### src/rtl/sdram_arbiter_if.sv
// Request bundle between four bus masters, the arbiter and sdram_sys.
// Latency: none (wires only).
// Backpressure: port_req held until port_ack; req held until req_ack.
interface sdram_arbiter_if #(
  parameter int AN = 24,
  parameter int DN = 16
);
  logic [3:0]    port_req;
  logic [3:0]    port_wr;
  logic [AN-1:0] port_addr [4];
  logic [DN-1:0] port_data [4];
  logic [3:0]    port_ack;
  logic          req;
  logic          req_wr;
  logic [AN-1:0] req_addr;
  logic [DN-1:0] req_data;
  logic [1:0]    req_id;
  logic          req_ack;

  // Arbiter view: drives the downstream request and the per-port acks
  modport master (
    input  port_req, port_wr, port_addr, port_data, req_ack,
    output port_ack, req, req_wr, req_addr, req_data, req_id
  );

  // Environment view: bus masters plus sdram_sys
  modport slave (
    output port_req, port_wr, port_addr, port_data, req_ack,
    input  port_ack, req, req_wr, req_addr, req_data, req_id
  );
endinterface

### src/rtl/sdram_arbiter.sv
// Four-port round-robin arbiter feeding single-word requests to sdram_sys.
// Latency: req rises on the edge that samples port_req; port_ack on the req_ack edge.
// Backpressure: one outstanding request; outputs frozen until req_ack, then one idle cycle.
module sdram_arbiter #(
  parameter int AN = 24,
  parameter int DN = 16
) (
  input logic             clkSYS,
  input logic             n_reset,
  sdram_arbiter_if.master bus
);

  typedef enum logic {S_IDLE, S_BUSY} state_t;

  state_t        state, state_nxt;
  logic [1:0]    grant, grant_nxt;
  logic [1:0]    last, last_nxt;
  logic          req_q, req_nxt;
  logic          wr_q, wr_nxt;
  logic [AN-1:0] addr_q, addr_nxt;
  logic [DN-1:0] data_q, data_nxt;
  logic [1:0]    id_q, id_nxt;
  logic [3:0]    ack_q, ack_nxt;

  logic [3:0]    eligible;
  logic          found;
  logic [1:0]    winner;
  logic [1:0]    cand;

  // Round-robin search starting just after the last served port; a port whose
  // ack is showing this cycle is masked because its master cannot have dropped yet
  always_comb begin
    eligible = bus.port_req & ~ack_q;
    found    = 1'b0;
    winner   = last;
    cand     = last;
    for (int k = 1; k <= 4; k++) begin
      cand = last + 2'(k);
      if (!found && eligible[cand]) begin
        found  = 1'b1;
        winner = cand;
      end
    end
  end

  // Next-state and registered-output values for the Idle/Busy handshake
  always_comb begin
    state_nxt = state;
    grant_nxt = grant;
    last_nxt  = last;
    req_nxt   = req_q;
    wr_nxt    = wr_q;
    addr_nxt  = addr_q;
    data_nxt  = data_q;
    id_nxt    = id_q;
    ack_nxt   = 4'b0000;
    case (state)
      S_IDLE: begin
        if (found) begin
          wr_nxt    = bus.port_wr[winner];
          addr_nxt  = bus.port_addr[winner];
          data_nxt  = bus.port_data[winner];
          id_nxt    = winner;
          grant_nxt = winner;
          req_nxt   = 1'b1;
          state_nxt = S_BUSY;
        end
      end
      S_BUSY: begin
        // Payload outputs keep their values after the handshake completes
        if (bus.req_ack) begin
          req_nxt   = 1'b0;
          ack_nxt   = 4'b0001 << grant;
          last_nxt  = grant;
          state_nxt = S_IDLE;
        end
      end
      default: state_nxt = S_IDLE;
    endcase
  end

  // State and output registers; last resets to 3 so port 0 wins first
  always_ff @(posedge clkSYS or negedge n_reset) begin
    if (!n_reset) begin
      state  <= S_IDLE;
      grant  <= 2'd0;
      last   <= 2'd3;
      req_q  <= 1'b0;
      wr_q   <= 1'b0;
      addr_q <= '0;
      data_q <= '0;
      id_q   <= 2'd0;
      ack_q  <= 4'b0000;
    end else begin
      state  <= state_nxt;
      grant  <= grant_nxt;
      last   <= last_nxt;
      req_q  <= req_nxt;
      wr_q   <= wr_nxt;
      addr_q <= addr_nxt;
      data_q <= data_nxt;
      id_q   <= id_nxt;
      ack_q  <= ack_nxt;
    end
  end

  assign bus.req      = req_q;
  assign bus.req_wr   = wr_q;
  assign bus.req_addr = addr_q;
  assign bus.req_data = data_q;
  assign bus.req_id   = id_q;
  assign bus.port_ack = ack_q;

endmodule

### src/flat_wrapper.sv
// flat-port wrapper written by rule: the top's interface ports become plain ports
module sdram_arbiter_flat 
#(
  parameter int AN = 24,
  parameter int DN = 16
)
  (clkSYS, n_reset, bus_port_req, bus_port_wr, bus_port_addr, bus_port_data, bus_req_ack, bus_port_ack, bus_req, bus_req_wr, bus_req_addr, bus_req_data, bus_req_id);
  sdram_arbiter_if #(.AN(AN), .DN(DN)) bus_i ();
  input logic clkSYS;
  input logic n_reset;
  input wire logic [$bits(bus_i.port_req)-1:0] bus_port_req;
  input wire logic [$bits(bus_i.port_wr)-1:0] bus_port_wr;
  input wire logic [$bits(bus_i.port_addr)-1:0] bus_port_addr;
  input wire logic [$bits(bus_i.port_data)-1:0] bus_port_data;
  input wire logic [$bits(bus_i.req_ack)-1:0] bus_req_ack;
  output wire logic [$bits(bus_i.port_ack)-1:0] bus_port_ack;
  output wire logic [$bits(bus_i.req)-1:0] bus_req;
  output wire logic [$bits(bus_i.req_wr)-1:0] bus_req_wr;
  output wire logic [$bits(bus_i.req_addr)-1:0] bus_req_addr;
  output wire logic [$bits(bus_i.req_data)-1:0] bus_req_data;
  output wire logic [$bits(bus_i.req_id)-1:0] bus_req_id;
  assign bus_i.port_req = bus_port_req;
  assign bus_i.port_wr = bus_port_wr;
  assign bus_i.port_addr = {>>{bus_port_addr}};
  assign bus_i.port_data = {>>{bus_port_data}};
  assign bus_i.req_ack = bus_req_ack;
  assign bus_port_ack = bus_i.port_ack;
  assign bus_req = bus_i.req;
  assign bus_req_wr = bus_i.req_wr;
  assign bus_req_addr = bus_i.req_addr;
  assign bus_req_data = bus_i.req_data;
  assign bus_req_id = bus_i.req_id;
  sdram_arbiter #(.AN(AN), .DN(DN)) u_core (.clkSYS(clkSYS), .n_reset(n_reset), .bus(bus_i));
endmodule
### config.mk
export PLATFORM = sky130hd
export DESIGN_NAME = sdram_arbiter_flat
export DESIGN_NICKNAME = d
export VERILOG_FILES = /design/src/rtl/sdram_arbiter_if.sv /design/src/rtl/sdram_arbiter.sv /design/src/flat_wrapper.sv
export SDC_FILE = /design/constraint.sdc
export NUM_CORES = 1
export LEC_CHECK = 0
export BUFFER_PORTS_ARGS = -buffer_cell sky130_fd_sc_hd__buf_2
export CORE_ASPECT_RATIO = 1.4
export CORE_UTILIZATION = 30
export CTS_CLUSTER_SIZE = 8
export DETAILED_ROUTE_END_ITERATION = 6
export PLACE_DENSITY = 0.69
export SLEW_MARGIN = 20
export SYNTH_ARGS = -nofsm -noshare
export SYNTH_HDL_FRONTEND = slang
export SYNTH_SLANG_ARGS = --single-unit
### constraint.sdc
create_clock -name clkSYS -period 3.4 [get_ports clkSYS]
set_input_delay 0.17 -clock clkSYS [delete_from_list [all_inputs] [get_ports clkSYS]]
set_output_delay 0.17 -clock clkSYS [all_outputs]
set_load 0.02 [all_outputs]
==> reports/metrics.cfg <==
[timing]
fin_crit_sh = 0.705
finalSetupTns_ns = 0
maxSlewViolCount = 0
tightestPinTransition_ns = 0.802
relSlewSlack = 0.465
holdWs_ns = -0.00880
max_freq_ghz = 0.417
fin_crit_ns = 2.40
timing.final.ws_setup_ns = 1.00
setup_viol = 0
rsz0062_at_grt = false
finClkSkew_ns = 0.00284
hold_viol = 4

[global_routing]
grt_max_degree = 52
grt_pass1_wl_mm = 14.7
grt_pass1_vias = 3199
gr-usage-all-layers = 0.176
antenna_found_initial = 0
gr-total-overflow = 0

[critical_path]
r2r_end = u_core.bus.req_data[6]$_DFFE_PN0P_
r2r_start = u_core.last[1]$_DFFE_PN1P_
path_class = flop to flop
worstSetupStartpointType = flop
crit_fanout = 40
regToRegSetupSlack_ns = 1.00
r2r.worst_path.cells = 6
end_kind = flop
worstPathArrival_ns = 2.55
required_ns = 3.56

[place]
port_buffers = 218
place_ws_ns = 1.02
routabilityCongestion = 0.840
dp_hpwl_mm = 7.14

[logic_synthesis]
syn_area_um2 = 3050
syn_nets = 461
synth_cells = 290
seq_area_frac_synth = 0.419
synth_seq_cells = 51
avgSynthCellArea_um2 = 10.5
ys_types = 29
ys.warnings.count = 0

[cts]
numCtsBuffers = 5
clock_sinks = 51
hold_buffers = 0
clockBufferDepth = 2
cts_resized = 0
htree_levels = 2
tritoncts = done
postCtsSetupBuffers = 0
clkTransAtPathRegs_ns = 0.06
clkLatencyLatePin_ns = 0.29
clock-root-buffer = clkbuf_16

[cells_and_area]
area.growth.synth_to_final_pct = 42.5
nNetsFinal = 661
mostFrequentLayoutCells = buf_2, dfrtp_1, nand3_1
fin_util = 0.440
layout_commonest_cell = buf_2
diodes = 0
drive_gt1_frac = 0.489

[min_path]
hold_path_class = primary input to asynchronous set/reset pin

[floorplanning]
dieArea_um2 = 10600
rows = 43
core_um2 = 9900
io_pins = 219
die-height_um = 121
die_x_um = 87.3
initial_core_util = 0.309

[route]
drc = 0
drt_iter0_markers = 141
vias = 3282
viasPerCell = 5.24
wire_per_inst_um = 15.3
routed_wl_mm = 9.55
ant_nets = 0
firstDrtPassIters = 6

[run]
maxCapViolCount = 0

[power_and_ir_drop]
p_per_area_nw_per_um2 = 779
p_leak_uw = 0.00217
ir_drop_mv = 0.367

[run_status]
status = complete, but fails checks
failed_checks = hold timing

==> sequential cells by signal, summed over array words and instances, names as in the netlist <==
name,cells
u_core.bus.req_wr,1
u_core.bus.req,1
u_core.last,2
u_core.grant,2
u_core.bus.req_addr,24
u_core.state,1
u_core.bus.port_ack,4
u_core.bus.req_data,16
==> layout make-up <==
cell class	instances	area (um2)
well taps	135	169
repair buffers	226	1160
flip-flops and latches	51	1280
inverters	3	11.3
fillers	1024	5550
clock buffers	8	156
multi-input cells	203	1570
==> synth_stat cells <==
master,count,area (um2)
dfstp_2,2,52.6
o21a_1,2,15.0
nor4bb_1,1,10.0
nor4b_4,1,23.8
buf_2,6,30.0
o211ai_1,41,308
o211a_1,2,20.0
a21oi_1,2,10.0
dfrtp_1,49,1230
nand2b_1,2,12.5
nor2b_1,4,25.0
a311oi_2,1,15.0
nor4b_2,1,15.0
nor3_1,1,5.00
buf_4,5,37.5
nand3_1,43,215
buf_6,9,101
o21ai_1,1,5.00
o221ai_1,1,8.76
nand2_1,6,22.5
a21boi_0,1,7.51
a22oi_1,1,7.51
inv_1,3,11.3
o22ai_1,1,6.26
mux2i_1,41,410
a32oi_1,41,359
a21o_1,3,22.5
nor2_1,6,22.5
clkbuf_1,13,48.8
==> critical path, stage by stage (launching register included) <==
cell and delay, ns:
dfstp_2 0.62, nor4b_4 0.08, a311oi_2 0.40, o21a_4 0.49, buf_12 0.29, mux2i_1 0.24, o211ai_1 0.10
==> report_power, final <==
| part | internal [uW] | switching, uW |
|---|---|---|
| Sequential | 875 | 175 |
| Combinational | 715 | 1100 |
| Clock | 314 | 215 |
==> through the flow <==
step	total power [uW]	hold slack, ns	cell area, um2	cells
after floorplan	2350	-0.126	3050	290
after global placement	2850	0.332	4200	618
after detailed placement	2890	0.337	4200	618
after CTS	3430	0.0202	4350	626
after global routing	3620	0.0521	4350	626
final	3390	-0.00880	4350	626
==> worst max path at each step <==
stage / slack [ns] / end / start
after floorplan: 1.57 / u_core.bus.req_addr[0]$_DFFE_PN0P_ / u_core.last[1]$_DFFE_PN1P_
after global placement: 1.10 / u_core.bus.req_data[0]$_DFFE_PN0P_ / u_core.bus.port_ack[0]$_DFF_PN0_
after detailed placement: 1.02 / u_core.bus.req_addr[6]$_DFFE_PN0P_ / u_core.last[1]$_DFFE_PN1P_
after CTS: 1.01 / u_core.bus.req_data[6]$_DFFE_PN0P_ / u_core.last[1]$_DFFE_PN1P_
after global routing: 0.85 / u_core.bus.req_addr[23]$_DFFE_PN0P_ / u_core.bus.port_ack[0]$_DFF_PN0_
final: 1.00 / u_core.bus.req_data[6]$_DFFE_PN0P_ / u_core.last[1]$_DFFE_PN1P_
==> metal layers <==
layer,up-vias,track usage,routed length [um]
li1,1561,-,-
met2,154,0.317,5020
met1,1549,0.202,3810
met4,0,0.0830,237
met3,18,0.0245,481
met5,-,0,0
==> cells by family after synthesis <==
logic type,share of synthesized area
simple gates,0.115
mux,0.134
compound gates,0.257
flops,0.419
buf+inv,0.0750
No activity file was read; power rests on OpenSTA's default activity.
